### src/rtl/wb_data_bridge_pkg.sv
// Shared types and constants for the core-to-Wishbone data bridge.
package wb_data_bridge_pkg;

  typedef enum logic [1:0] {
    WB_IDLE = 2'd0,
    WB_BUSY = 2'd1,
    WB_HOLD = 2'd2
  } wb_state_e;

  localparam int unsigned WB_ADDR_W = 32;
  localparam int unsigned WB_DATA_W = 32;

  localparam logic [31:0] WbBusErrData = 32'hDEAD_BEEF;

endpackage

### src/rtl/wb_data_bridge_if.sv
// Wishbone B4 classic bus bundle between the data bridge (master) and a slave.
interface wb_data_bridge_if #(
  parameter int unsigned ADDR_W = 32,
  parameter int unsigned DATA_W = 32
);

  logic                  wb_cyc_o;
  logic                  wb_stb_o;
  logic                  wb_we_o;
  logic [ADDR_W-1:0]     wb_adr_o;
  logic [DATA_W/8-1:0]   wb_sel_o;
  logic [DATA_W-1:0]     wb_dat_o;
  logic [DATA_W-1:0]     wb_dat_i;
  logic                  wb_ack_i;

  modport master (
    output wb_cyc_o, wb_stb_o, wb_we_o, wb_adr_o, wb_sel_o, wb_dat_o,
    input  wb_dat_i, wb_ack_i
  );

  modport slave (
    input  wb_cyc_o, wb_stb_o, wb_we_o, wb_adr_o, wb_sel_o, wb_dat_o,
    output wb_dat_i, wb_ack_i
  );

endinterface

### src/rtl/wb_timeout_cnt.sv
// Wait-state counter for the bridge's bus-timeout abort (used only with WB_TIMEOUT_EN).
module wb_timeout_cnt #(
  parameter int unsigned LIMIT = 255
) (
  input  logic clk,
  input  logic rst,
  input  logic clr,
  input  logic inc,
  output logic hit
);

  localparam int unsigned CW = (LIMIT < 1) ? 1 : $clog2(LIMIT + 1);

  logic [CW-1:0] cnt;

  // Saturates at LIMIT so a stuck hit cannot wrap back to zero.
  always_ff @(posedge clk or negedge rst) begin
    if (!rst)
      cnt <= '0;
    else if (clr)
      cnt <= '0;
    else if (inc && !hit)
      cnt <= cnt + CW'(1);
  end

  assign hit = (cnt == CW'(LIMIT));

endmodule

### src/rtl/wb_data_bridge.sv
// Core data-RAM port to Wishbone B4 classic master with stall request and read hold.
// Optional bus-timeout abort enabled by defining WB_TIMEOUT_EN.
module wb_data_bridge
  import wb_data_bridge_pkg::*;
#(
  parameter int unsigned ADDR_W      = WB_ADDR_W,
  parameter int unsigned DATA_W      = WB_DATA_W,
  parameter int unsigned TIMEOUT_CYC = 255
) (
  input  logic                 clk,
  input  logic                 rst,
  input  logic                 cpu_ce_i,
  input  logic                 cpu_we_i,
  input  logic [ADDR_W-1:0]    cpu_addr_i,
  input  logic [DATA_W/8-1:0]  cpu_sel_i,
  input  logic [DATA_W-1:0]    cpu_data_i,
  output logic [DATA_W-1:0]    cpu_data_o,
  output logic                 stallreq_o,
  input  logic                 stall_i,
  input  logic                 flush_i,
  wb_data_bridge_if.master     wb,
  output logic                 bus_err_o
);

  localparam int unsigned       SEL_W    = DATA_W / 8;
  localparam logic [DATA_W-1:0] ERR_DATA = DATA_W'(WbBusErrData);

  if (TIMEOUT_CYC == 0 || (DATA_W % 8) != 0) begin : g_cfg_check
    $error("wb_data_bridge: TIMEOUT_CYC must be nonzero and DATA_W a multiple of 8");
  end

  wb_state_e state, state_nxt;

  logic                cyc_q, stb_q, we_q;
  logic [ADDR_W-1:0]   adr_q;
  logic [SEL_W-1:0]    sel_q;
  logic [DATA_W-1:0]   dat_q;
  logic [DATA_W-1:0]   rd_buf;

  logic issue;
  logic finish;
  logic timeout;

`ifdef WB_TIMEOUT_EN
  logic tmo_hit;

  wb_timeout_cnt #(
    .LIMIT (TIMEOUT_CYC)
  ) u_timeout_cnt (
    .clk (clk),
    .rst (rst),
    .clr (issue),
    .inc (state == WB_BUSY && !wb.wb_ack_i),
    .hit (tmo_hit)
  );

  // Ack and flush both outrank the timeout in the same cycle.
  assign timeout = (state == WB_BUSY) && tmo_hit && !wb.wb_ack_i && !flush_i;
`else
  assign timeout = 1'b0;
`endif

  assign bus_err_o = timeout;

  always_comb begin
    state_nxt  = state;
    issue      = 1'b0;
    finish     = 1'b0;
    stallreq_o = 1'b0;
    cpu_data_o = '0;
    unique case (state)
      WB_IDLE: begin
        if (cpu_ce_i && !flush_i) begin
          stallreq_o = 1'b1;
          issue      = 1'b1;
          state_nxt  = WB_BUSY;
        end
      end
      WB_BUSY: begin
        if (flush_i) begin
          state_nxt = WB_IDLE;
        end else if (wb.wb_ack_i) begin
          finish     = 1'b1;
          cpu_data_o = we_q ? '0 : wb.wb_dat_i;
          state_nxt  = stall_i ? WB_HOLD : WB_IDLE;
        end else if (timeout) begin
          finish     = 1'b1;
          cpu_data_o = ERR_DATA;
          state_nxt  = stall_i ? WB_HOLD : WB_IDLE;
        end else begin
          stallreq_o = 1'b1;
        end
      end
      WB_HOLD: begin
        cpu_data_o = rd_buf;
        if (flush_i || !stall_i)
          state_nxt = WB_IDLE;
      end
      default: state_nxt = WB_IDLE;
    endcase
  end

  always_ff @(posedge clk or negedge rst) begin
    if (!rst)
      state <= WB_IDLE;
    else
      state <= state_nxt;
  end

  always_ff @(posedge clk or negedge rst) begin
    if (!rst) begin
      cyc_q  <= 1'b0;
      stb_q  <= 1'b0;
      we_q   <= 1'b0;
      adr_q  <= '0;
      sel_q  <= '0;
      dat_q  <= '0;
      rd_buf <= '0;
    end else begin
      if (issue) begin
        cyc_q <= 1'b1;
        stb_q <= 1'b1;
        we_q  <= cpu_we_i;
        adr_q <= {cpu_addr_i[ADDR_W-1:2], 2'b00};
        sel_q <= cpu_sel_i;
        dat_q <= cpu_data_i;
      end else if (state_nxt != WB_BUSY) begin
        cyc_q <= 1'b0;
        stb_q <= 1'b0;
      end
      if (finish)
        rd_buf <= wb.wb_ack_i ? wb.wb_dat_i : ERR_DATA;
    end
  end

  assign wb.wb_cyc_o = cyc_q;
  assign wb.wb_stb_o = stb_q;
  assign wb.wb_we_o  = we_q;
  assign wb.wb_adr_o = adr_q;
  assign wb.wb_sel_o = sel_q;
  assign wb.wb_dat_o = dat_q;

endmodule

### src/flat_wrapper.sv
// flat-port wrapper written by rule: the top's interface ports become plain ports
module wb_data_bridge_flat import wb_data_bridge_pkg::*;
#(
  parameter int unsigned ADDR_W      = WB_ADDR_W,
  parameter int unsigned DATA_W      = WB_DATA_W,
  parameter int unsigned TIMEOUT_CYC = 255
)
  (clk, rst, cpu_ce_i, cpu_we_i, cpu_addr_i, cpu_sel_i, cpu_data_i, cpu_data_o, stallreq_o, stall_i, flush_i, bus_err_o, wb_wb_cyc_o, wb_wb_stb_o, wb_wb_we_o, wb_wb_adr_o, wb_wb_sel_o, wb_wb_dat_o, wb_wb_dat_i, wb_wb_ack_i);
  wb_data_bridge_if #(.ADDR_W(ADDR_W), .DATA_W(DATA_W)) wb_i ();
  input  logic clk;
  input  logic rst;
  input  logic cpu_ce_i;
  input  logic cpu_we_i;
  input  logic [ADDR_W-1:0] cpu_addr_i;
  input  logic [DATA_W/8-1:0] cpu_sel_i;
  input  logic [DATA_W-1:0] cpu_data_i;
  output logic [DATA_W-1:0] cpu_data_o;
  output logic stallreq_o;
  input  logic stall_i;
  input  logic flush_i;
  output logic bus_err_o;
  output wire logic [$bits(wb_i.wb_cyc_o)-1:0] wb_wb_cyc_o;
  output wire logic [$bits(wb_i.wb_stb_o)-1:0] wb_wb_stb_o;
  output wire logic [$bits(wb_i.wb_we_o)-1:0] wb_wb_we_o;
  output wire logic [$bits(wb_i.wb_adr_o)-1:0] wb_wb_adr_o;
  output wire logic [$bits(wb_i.wb_sel_o)-1:0] wb_wb_sel_o;
  output wire logic [$bits(wb_i.wb_dat_o)-1:0] wb_wb_dat_o;
  input wire logic [$bits(wb_i.wb_dat_i)-1:0] wb_wb_dat_i;
  input wire logic [$bits(wb_i.wb_ack_i)-1:0] wb_wb_ack_i;
  assign wb_wb_cyc_o = wb_i.wb_cyc_o;
  assign wb_wb_stb_o = wb_i.wb_stb_o;
  assign wb_wb_we_o = wb_i.wb_we_o;
  assign wb_wb_adr_o = wb_i.wb_adr_o;
  assign wb_wb_sel_o = wb_i.wb_sel_o;
  assign wb_wb_dat_o = wb_i.wb_dat_o;
  assign wb_i.wb_dat_i = wb_wb_dat_i;
  assign wb_i.wb_ack_i = wb_wb_ack_i;
  wb_data_bridge #(.ADDR_W(ADDR_W), .DATA_W(DATA_W), .TIMEOUT_CYC(TIMEOUT_CYC)) u_core (.clk(clk), .rst(rst), .cpu_ce_i(cpu_ce_i), .cpu_we_i(cpu_we_i), .cpu_addr_i(cpu_addr_i), .cpu_sel_i(cpu_sel_i), .cpu_data_i(cpu_data_i), .cpu_data_o(cpu_data_o), .stallreq_o(stallreq_o), .stall_i(stall_i), .flush_i(flush_i), .wb(wb_i), .bus_err_o(bus_err_o));
endmodule
### config.mk
export PLATFORM = sky130hd
export DESIGN_NAME = wb_data_bridge_flat
export DESIGN_NICKNAME = d
export VERILOG_FILES = /design/src/rtl/wb_data_bridge_pkg.sv /design/src/rtl/wb_data_bridge_if.sv /design/src/rtl/wb_timeout_cnt.sv /design/src/rtl/wb_data_bridge.sv /design/src/flat_wrapper.sv
export SDC_FILE = /design/constraint.sdc
export NUM_CORES = 1
export LEC_CHECK = 0
export ABC_AREA = 1
export CAP_MARGIN = 30
export CORE_ASPECT_RATIO = 0.75
export CORE_MARGIN = 2
export CORE_UTILIZATION = 45
export DETAILED_ROUTE_END_ITERATION = 12
export HOLD_SLACK_MARGIN = 0.06
export PLACE_DENSITY = 0.87
export SLEW_MARGIN = 20
export SYNTH_ARGS = -nofsm -noshare
export SYNTH_HDL_FRONTEND = slang
export SYNTH_SLANG_ARGS = --single-unit
### constraint.sdc
create_clock -name clk -period 4.5 [get_ports clk]
set_input_delay 0.675 -clock clk [delete_from_list [all_inputs] [get_ports clk]]
set_output_delay 0.675 -clock clk [all_outputs]
set_load 0.005 [all_outputs]
Word level (Yosys, flattened, before mapping)
Index checks and enable logic that the tools add are counted.
{ "totals": {"elab_cells": 37, "output_inout_bits": 105, "ff_bits": 102, "input_bits": 107} }
{ "classes": {"n_reduce_logical": 6, "muxes": 21, "eq_ne": 3} }
{ "op_table": {"columns": ["op", "n"], "rows": [
  ["$mux W32", 4],
  ["$pmux W32 S2", 1],
  ["$mux W2", 5],
  ["$mux W1", 9],
  ["$pmux W2 S3", 1],
  ["$eq A2 B1 Y1 const B", 1],
  ["$eq A2 B2 Y1 const B", 1],
  ["$logic_not A1 Y1", 2],
  ["$logic_not A2 Y1", 1],
  ["$ne A2 B1 Y1 const B", 1],
  ["$pmux W1 S2", 1],
  ["$reduce_bool A2 Y1", 1],
  ["$logic_and A1 B1 Y1", 1],
  ["$logic_or A1 B1 Y1", 1]
]} }

Logic depth before layout (Yosys ltp)
Gate-level depths: netlist (run 1).
{ "logic_depth": {"word_depth": 7, "mapped_depth": 9, "ltp_nobuf": 8} }

Worst setup path before layout (run 1)
OpenSTA, ideal clock, no wires.
{ "synth_timing": {"path_kind": "in2out", "start": "input port flush_i", "end": "output port cpu_data_o[12]", "slack_ps": 2434, "required_ps": 3825, "cell_stages": 6, "path_buffers": 1, "arrival_time_ps": 1391, "path_cell_list": "inv_2 -> nand3_4 -> inv_2 -> buf_6 -> nand3_1 -> a21oi_1"} }
{ "synth_between": {"elab_chain_len": 2} }
{ "synth_rtl": {"columns": ["item", "line", "rtl"], "rows": [
  ["start: declaration", "flat_wrapper.sv:20", "input logic flush_i;"],
  ["$mux W32", "wb_data_bridge.sv:80", "if (flush_i) begin"],
  ["$pmux W32 S2", "wb_data_bridge.sv:71", "unique case (state)"],
  ["end: declaration", "flat_wrapper.sv:17", "output logic [DATA_W-1:0] cpu_data_o;"]
]} }
Every way passes these cells.

Final worst setup path (run 1)
{ "layout_timing": {"start": "input port flush_i", "end": "output port cpu_data_o[0]"} }
The elaborated chain is that of the path after synthesis.

==> flow_metrics.py, run 1 <==
metrics = {
    "sta": {
        "slew_headroom_pct": 39.0,
        "finalCritPeriodShare_pct": 89.3,
        "max_freq_mhz": 249,
        "fin_ws_ns": 0.481,
        "fin_skew_ns": 0.00405,
        "finalSetupViolCount": 0,
        "hold_violations": 0,
        "worst-slew-pin-transition_ns": 0.915,
        "rsz0062_at_grt": "false",
        "drv_slew": 0,
        "finalSetupTns_ns": 0,
        "finalCriticalPeriod_ns": 4.02,
    },
    "clocking": {
        "htree_levels": 3,
        "cts_hold_buffers": 0,
        "cts_resized": 0,
        "clkTransAtPathRegs_ns": 0.07,
        "cts_tree": "yes",
        "numCtsBuffers": 9,
        "root_buffer": "clkbuf_16",
        "clockBufferDepth": 2,
        "cts_setup_buffers": 0,
        "clk_latency_ns": 0.33,
        "clock-sinks": 102,
    },
    "floorplanning": {
        "core_mm2": 0.00974,
        "die_area_mm2": 0.0109,
        "ios": 212,
        "die_w_um": 120,
        "chipHeight_um": 90.9,
        "initial_core_util_pct": 46.6,
        "row_count": 31,
    },
    "min_path": {
        "min-delay-path-class": "in2async",
    },
    "detailed_routing": {
        "routed_wl_um": 11900,
        "topRoutingLayerUsed": "met4",
        "vias_per_cell": 5.02,
        "drtPass1Iterations": 4,
        "drc_errors": 0,
        "first_iter_violations": 289,
        "dr_wl_met2_um": 6060,
        "wl_per_cell_um": 15.7,
        "dr_total_vias": 3804,
        "m1WireLength_um": 4820,
        "wl_met3_um": 811,
        "ant_nets": 0,
    },
    "pwr": {
        "total_power_mw": 4.00,
        "vdd_ir_drop_max_uv": 390,
        "power.density_mw_per_mm2": 579,
        "power.leakage_nw": 2.94,
    },
    "synthesis": {
        "synthTopCellsByArea": "dfrtp_1 (56%), mux2_2 (15%), nand2_1 (12%)",
        "netlist_instances": 427,
        "yosysWarnings": 0,
        "synth_top_area_cell": "dfrtp_1",
        "synth.avg_cell_area_um2": 10.6,
        "ys_ff_latch": 102,
        "netlist_area_mm2": 0.00454,
        "synth_top_area_share_pct": 56.3,
        "synth_cell_types": 21,
        "yosysSeqAreaShare_pct": 56.3,
    },
    "layout": {
        "fin_nets": 732,
        "fillCellCount": 703,
        "multi_input_area_mm2": 0.00175,
        "areaGrowthSynthToFinish_pct": 52.3,
        "post_route_cells_drive_above_1_share_pct": 14.7,
        "fin_cells": 758,
        "regArea_mm2": 0.00255,
        "fin_util_pct": 70.9,
        "antenna_cells": 0,
    },
    "setup_path": {
        "crit_family": "buffers and inverters",
        "startpoint_type": "primary input",
        "crit_path_end_kind": "primary output",
        "crit_arrival_ns": 3.34,
        "critPathMaxStageDelay_ns": 0.76,
        "path_max_fanout": 55,
        "worst-endpoint-required_ns": 3.83,
        "path_depth": 7,
        "cpMaxStageDelayCell": "inv_2",
        "path_cells": "clkdlybuf4s50_1 > inv_2 > nand3_4 > inv_2 > nand3_1 > a21oi_1 > clkdlybuf4s50_1",
        "critical_path_class": "in2out",
        "reg2reg_depth": 6,
        "critPathBufInv": 4,
    },
    "placed_design": {
        "port-buffer-count": 206,
        "pre_cts_ws_ns": 0.502,
        "hpwl_um": 8510,
        "place.gp.congestion": 0.799,
        "dpl.cell_count": 741,
    },
    "global_routing": {
        "grt_pass1_vias": 3817,
        "grt_pass1_wl_um": 19100,
        "grt_max_degree": 71,
        "antenna_found_initial": 0,
        "grt_overflow": 0,
        "track_usage_pct": 21.9,
    },
    "run": {
        "cap_violations": 0,
    },
    "run_status": {
        "outcome": "completed",
    },
}
==> registers in the layout (all words and copies together) (netlist names) <==
register / count
u_core.wb.wb_we_o: 1
u_core.wb.wb_dat_o: 32
u_core.rd_buf: 32
u_core.wb.wb_adr_o: 30
u_core.wb.wb_cyc_o: 1
u_core.state: 2
u_core.wb.wb_sel_o: 4
==> per-stage QoR <==
step	cell area (um2)	hold WS (ns)
after floorplan	4540	0.379
after global placement	6580	0.461
after detailed placement	6580	0.468
after CTS	6890	0.425
after global routing	6910	0.431
final	6910	0.386
==> final cells by class <==
| type | instances | share of cell area (%) |
|---|---|---|
| Clock buffer | 10 | 3.46 |
| Clock inverter | 6 | 0.996 |
| Sequential cell | 102 | 37.0 |
| Timing Repair Buffer | 209 | 30.3 |
| Tap cell | 132 | 2.39 |
| Multi-Input combinational cell | 288 | 25.3 |
| Inverter | 11 | 0.598 |
==> layer usage <==
layer / vias up / track usage (%)
met2: 161 / 37.2
met1: 1845 / 27.6
met4: 0 / 5.49
met5: - / 0
li1: 1786 / -
met3: 12 / 6.34
==> synth_stat cells (all sizes together) <==
master,number
ha,4
nand3,30
buf,14
nand2,146
a21oi,34
dfrtp,102
nand3b,1
nor2,3
clkbuf,14
conb,1
mux2,66
inv,11
nand4,1
==> cell families after synthesis <==
group | share of synthesized area (%)
and+or+nand+nor | 16.6
AOI/OAI and AO/OA | 3.75
adders and majority gates | 1.10
DFF | 56.3
other | 0.0827
muxes | 16.9
buffers and inverters | 5.35
==> report_power, final <==
part | total (mW) | internal (mW) | leakage [nW] | switching [mW]
clock network | 0.780 | 0.449 | 0.149 | 0.330
registers | 1.61 | 1.36 | 1.22 | 0.243
logic | 1.61 | 0.997 | 1.57 | 0.617
==> path summary, 6_finish.rpt <==
kind	startpoint	to	slack, ns
worst min-delay path	rst	u_core.wb.wb_dat_o[14]	0.39
worst max register to register	u_core.state[1]	u_core.rd_buf[6]	2.25
max in group asynchronous	rst	u_core.wb.wb_adr_o[5]	3.02
worst max-delay path	flush_i	cpu_data_o[0]	0.48
min in group clk	u_core.rd_buf[29]	u_core.rd_buf[29]	0.48
worst min register to register	u_core.rd_buf[29]	u_core.rd_buf[29]	0.48
==> cell usage in the layout, fill, tap and decap left out, drive strengths merged, types with 3 or more instances in the layout <==
cell type	Yosys	final
nor2	3	3
ha	4	4
conb	1	3
mux2	66	66
nand2	146	146
dfrtp	102	102
clkinv	0	3
nand3	30	30
clkbuf	14	10
inv	11	12
buf	14	4
clkdlybuf4s50	0	205
a21oi	34	34
No activity file was read; power rests on OpenSTA's default activity.
==> inputs of run 2 (changes only) <==
Settings changed: CORE_UTILIZATION 45 to 30, PLACE_DENSITY 0.87 to default, SETUP_SLACK_MARGIN from default to 0.02.
==> run 2 against run 1 <==
Compared with the run above:
- worst hold slack worse by 0.16 ns
- clock power up 8.7%
- core utilization down 23 points
- largest power group is now combinational logic
==> flow_metrics.py, run 2 (synthesis gave the netlist of run 1 again) <==
metrics = {
    "setup_path": {
        "critPathMaxStageDelay_ns": 0.57,
        "crit_path_end_kind": "primary output",
        "critical_path_class": "in2out",
        "crit_arrival_ns": 2.83,
        "crit_family": "buffers and inverters",
        "path_cells": "clkdlybuf4s50_1 > nand3_4 > inv_2 > nand3_1 > a21oi_1 > clkdlybuf4s50_1",
        "path_max_fanout": 51,
        "startpoint_type": "primary input",
        "cpMaxStageDelayCell": "inv_2",
        "critPathBufInv": 3,
        "worst-endpoint-required_ns": 3.83,
        "cpMostUsedCell": "clkdlybuf4s50_1",
    },
    "sta": {
        "finalSetupViolCount": 0,
        "finalCritPeriodShare_pct": 77.8,
        "max_freq_mhz": 286,
        "finalSetupTns_ns": 0,
        "rsz0062_at_grt": "false",
        "fin_ws_ns": 0.999,
        "hold_violations": 0,
        "worst-slew-pin-transition_ns": 0.922,
        "slew_headroom_pct": 38.5,
        "finalCriticalPeriod_ns": 3.50,
        "drv_slew": 0,
        "fin_skew_ns": 0.00566,
    },
    "min_path": {
        "min-delay-path-class": "in2async",
    },
    "pwr": {
        "clockPowerShare_pct": 20.9,
        "vdd_ir_drop_max_uv": 318,
        "switching_power_mw": 1.16,
        "p_comb_share_pct": 39.9,
        "total_power_mw": 4.05,
        "swShare_pct": 28.7,
        "p_seq_share_pct": 39.2,
        "p_int_mw": 2.89,
        "power.leakage_nw": 2.98,
        "power.density_mw_per_mm2": 572,
    },
    "detailed_routing": {
        "dr_total_vias": 3723,
        "ant_nets": 0,
        "routed_wl_um": 11800,
        "drtPass1Iterations": 4,
        "drc_errors": 0,
        "first_iter_violations": 203,
        "vias_per_cell": 4.49,
        "wl_per_cell_um": 14.3,
    },
    "global_routing": {
        "antenna_found_initial": 0,
        "grt_max_degree": 78,
        "grt_pass1_vias": 3833,
        "track_usage_pct": 14.9,
        "grt_pass1_wl_um": 19600,
        "grt_overflow": 0,
    },
    "floorplanning": {
        "ios": 212,
        "initial_core_util_pct": 31.0,
        "chipHeight_um": 110,
        "die_area_mm2": 0.0161,
        "row_count": 38,
        "core_mm2": 0.0146,
        "die_w_um": 146,
    },
    "clocking": {
        "clkTransAtPathRegs_ns": 0.07,
        "numCtsBuffers": 9,
        "clockBufferDepth": 2,
        "cts_setup_buffers": 0,
        "clk_latency_ns": 0.33,
        "clock-sinks": 102,
        "htree_levels": 3,
        "cts_resized": 0,
        "root_buffer": "clkbuf_16",
        "cts_hold_buffers": 0,
        "cts_tree": "yes",
    },
    "layout": {
        "final_cell_mix": "clkdlybuf4s50_1 (205), nand2_1 (146), dfrtp_1 (102)",
        "fin_util_pct": 48.3,
        "antenna_cells": 0,
        "stdcell_area_mm2": 0.00708,
        "fillCellCount": 1387,
        "mostFrequentLayoutCell": "clkdlybuf4s50_1",
        "post_route_cells_drive_above_1_share_pct": 15.2,
        "areaGrowthSynthToFinish_pct": 56.1,
        "fin_nets": 736,
    },
    "run_status": {
        "outcome": "completed",
    },
    "placed_design": {
        "place.gp.congestion": 0.771,
        "placedInstanceArea_mm2": 0.00672,
        "port-buffer-count": 206,
        "pre_cts_ws_ns": 0.985,
        "hpwl_um": 8390,
    },
    "run": {
        "cap_violations": 0,
    },
}
[run 2: metrics by stage]
| stage | instances | hold slack [ns] |
|---|---|---|
| floorplan | 429 | 0.379 |
| global placement | 812 | 0.462 |
| detailed placement | 813 | 0.465 |
| CTS | 829 | 0.486 |
| global route | 830 | 0.231 |
| finish | 830 | 0.225 |
[run 2: power groups by stage]
| stage | Clock, mW | Combinational [mW] | Sequential (mW) |
|---|---|---|---|
| 6_report | 0.848 | 1.61 | 1.59 |
| 5_1_grt | 0.909 | 1.75 | 1.65 |
| 4_1_cts | 0.879 | 1.64 | 1.59 |
| 3_5_place_dp | 0 | 1.63 | 1.61 |
| 3_3_place_gp | 0 | 1.57 | 1.59 |
| 2_1_floorplan | 0 | 0.668 | 1.61 |
[run 2: final timing paths]
check | cells past startpoint | start | slack, ns | end
min | 1 | rst | 0.22 | u_core.wb.wb_adr_o[9]
min reg2reg | 2 | u_core.rd_buf[5] | 0.48 | u_core.rd_buf[5]
min in group clk | 2 | u_core.rd_buf[5] | 0.48 | u_core.rd_buf[5]
max in group asynchronous | 3 | rst | 3.28 | u_core.rd_buf[23]
max reg2reg | 5 | u_core.state[1] | 2.34 | u_core.wb.wb_adr_o[17]
max | 6 | wb_wb_ack_i | 1.0 | cpu_data_o[3]
[run 2: routing by layer]
| metal | part of all wire (%) | global-route usage (%) | wire [um] | up-vias |
|---|---|---|---|---|
| li1 | - | - | - | 1787 |
| met1 | 45 | 19.6 | 5330 | 1788 |
| met2 | 48 | 24.2 | 5640 | 135 |
| met3 | 6.1 | 3.88 | 724 | 13 |
| met4 | 1.1 | 4.21 | 135 | 0 |
| met5 | 0 | 0 | 0 | - |
[run 2: cell type report]
| class | instances | area (um2) | area share [%] |
|---|---|---|---|
| flip-flops and latches | 102 | 2550 | 36.1 |
| repair buffers | 213 | 2150 | 30.4 |
| multi-input cells | 288 | 1750 | 24.7 |
| well taps | 200 | 250 | 3.54 |
| clock buffers | 10 | 239 | 3.38 |
| clock inverters | 6 | 92.6 | 1.31 |
| inverters | 11 | 41.3 | 0.583 |
==> inputs of run 3 (changes only) <==
Clock period 4.5 ns to 3.4 ns, I/O delays scaled along.
==> run 3 against run 2 <==
Compared with the run above:
- cell count up 0.12%
- critical path depth grew 2
- register-to-register slack worse by 1.1 ns
- highest routed layer unchanged
- critical endpoint is now cpu_data_o[13]
- via count is essentially flat
==> flow_metrics.py, run 3 (synthesis gave the netlist of run 1 again) <==
metrics = {
    "clocking": {
        "clkTransAtPathRegs_ns": 0.07,
        "cts_resized": 0,
        "clock-sinks": 102,
        "cts_setup_buffers": 0,
        "root_buffer": "clkbuf_16",
        "cts_tree": "yes",
        "htree_levels": 3,
        "clockBufferDepth": 2,
        "cts_hold_buffers": 0,
        "clk_latency_ns": 0.34,
        "numCtsBuffers": 9,
    },
    "pwr": {
        "power.density_mw_per_mm2": 743,
        "vdd_ir_drop_max_uv": 316,
        "power.leakage_nw": 2.97,
    },
    "sta": {
        "fin_skew_ns": 0.00744,
        "drv_slew": 0,
        "finalCriticalPeriod_ns": 3.08,
        "finalCritPeriodShare_pct": 90.5,
        "fin_ws_ns": 0.322,
        "slew_headroom_pct": 39.3,
        "finalSetupTns_ns": 0,
        "worst-slew-pin-transition_ns": 0.910,
        "rsz0062_at_grt": "false",
        "finalSetupViolCount": 0,
        "hold_ws_ns": 0.171,
        "max_freq_mhz": 325,
        "hold_violations": 0,
    },
    "setup_path": {
        "crit_path_end_kind": "primary output",
        "path_max_fanout": 29,
        "crit_arrival_ns": 2.57,
        "worst-endpoint-required_ns": 2.89,
        "r2r_slack_ns": 1.26,
        "critical_path_class": "reg2out",
        "startpoint_type": "register",
    },
    "layout": {
        "fin_util_pct": 48.0,
        "fillCellCount": 1379,
        "post_route_cells_drive_above_1_share_pct": 15.2,
        "fin_nets": 737,
        "multi_input_area_mm2": 0.00175,
        "fin_cells": 831,
        "final_cell_mix": "clkdlybuf4s50_1 (205), nand2_1 (146), dfrtp_1 (102)",
        "mostFrequentLayoutCell": "clkdlybuf4s50_1",
        "regArea_mm2": 0.00255,
        "areaGrowthSynthToFinish_pct": 54.8,
        "antenna_cells": 0,
    },
    "floorplanning": {
        "die_w_um": 146,
        "initial_core_util_pct": 31.0,
        "core_mm2": 0.0146,
        "chipHeight_um": 110,
        "die_area_mm2": 0.0161,
        "ios": 212,
        "row_count": 38,
    },
    "global_routing": {
        "grt_max_degree": 71,
        "grt_pass1_wl_um": 19600,
        "track_usage_pct": 14.9,
        "grt_pass1_vias": 3769,
        "antenna_found_initial": 0,
        "grt_overflow": 0,
    },
    "placed_design": {
        "dpl.cell_count": 815,
        "place.gp.congestion": 0.791,
        "hpwl_um": 8750,
        "pre_cts_ws_ns": 0.332,
        "port-buffer-count": 206,
    },
    "min_path": {
        "min-delay-path-class": "in2async",
    },
    "detailed_routing": {
        "drc_errors": 0,
        "first_iter_violations": 181,
        "ant_nets": 0,
        "wl_per_cell_um": 14.4,
        "vias_per_cell": 4.48,
        "drtPass1Iterations": 7,
        "routed_wl_um": 11900,
        "dr_total_vias": 3720,
    },
    "run_status": {
        "outcome": "completed",
    },
    "run": {
        "cap_violations": 0,
    },
}
run 3: cell count changes in the layout (fill, tap and decap cells not counted), sizes merged:
cell and change:
clkinv +2, buf +1, bufinv -2, inv +3, clkbuf -1, clkinvlp -2
run 3: report_power, final:
| part | internal [mW] | switching, mW | leakage (nW) |
|---|---|---|---|
| sequential | 1.81 | 0.303 | 1.22 |
| combinational | 1.35 | 0.795 | 1.61 |
| clock | 0.506 | 0.463 | 0.141 |
run 3: metrics by stage:
stage               total power [mW]  instance area, um2
floorplan                       3.01                4540
CTS                             5.31                7020
finish                          5.22                7020
detailed placement              4.31                6740
global placement                4.18                6720
global route                    5.57                7020
run 3: path summary, 6_finish.rpt:
| path | from | to | cells past startpoint |
|---|---|---|---|
| worst min-delay path | rst | u_core.wb.wb_adr_o[11] | 1 |
| min in group clk | u_core.rd_buf[26] | u_core.rd_buf[26] | 2 |
| worst max-delay path | u_core.state[1] | cpu_data_o[13] | 8 |
| worst max register to register | u_core.state[1] | u_core.wb.wb_adr_o[9] | 5 |
| worst min register to register | u_core.rd_buf[26] | u_core.rd_buf[26] | 2 |
| max in group asynchronous | rst | u_core.wb.wb_dat_o[28] | 2 |
run 3: cell type report:
class                           count  area share (%)
Clock inverter                      7           0.766
Inverter                           11           0.588
Sequential cell                   102            36.3
Clock buffer                        9            3.21
Multi-Input combinational cell    288            24.9
Tap cell                          200            3.56
Timing Repair Buffer              214            30.6
run 3: worst max-delay path, stage by stage, from the launching register on:
cell and delay [ns]:
dfrtp_1 0.44, inv_1 0.10, ha_1 0.23, nand3_4 0.22, inv_2 0.11, buf_4 0.29
nand3_1 0.12, a21oi_1 0.18, clkdlybuf4s50_1 0.53
run 3: layer usage:
metal,up-vias,track usage [%],wire [um]
met1,1798,20.0,5500
met2,120,23.9,5640
met3,9,4.01,689
met4,0,3.62,101
li1,1793,-,-
met5,-,0,0
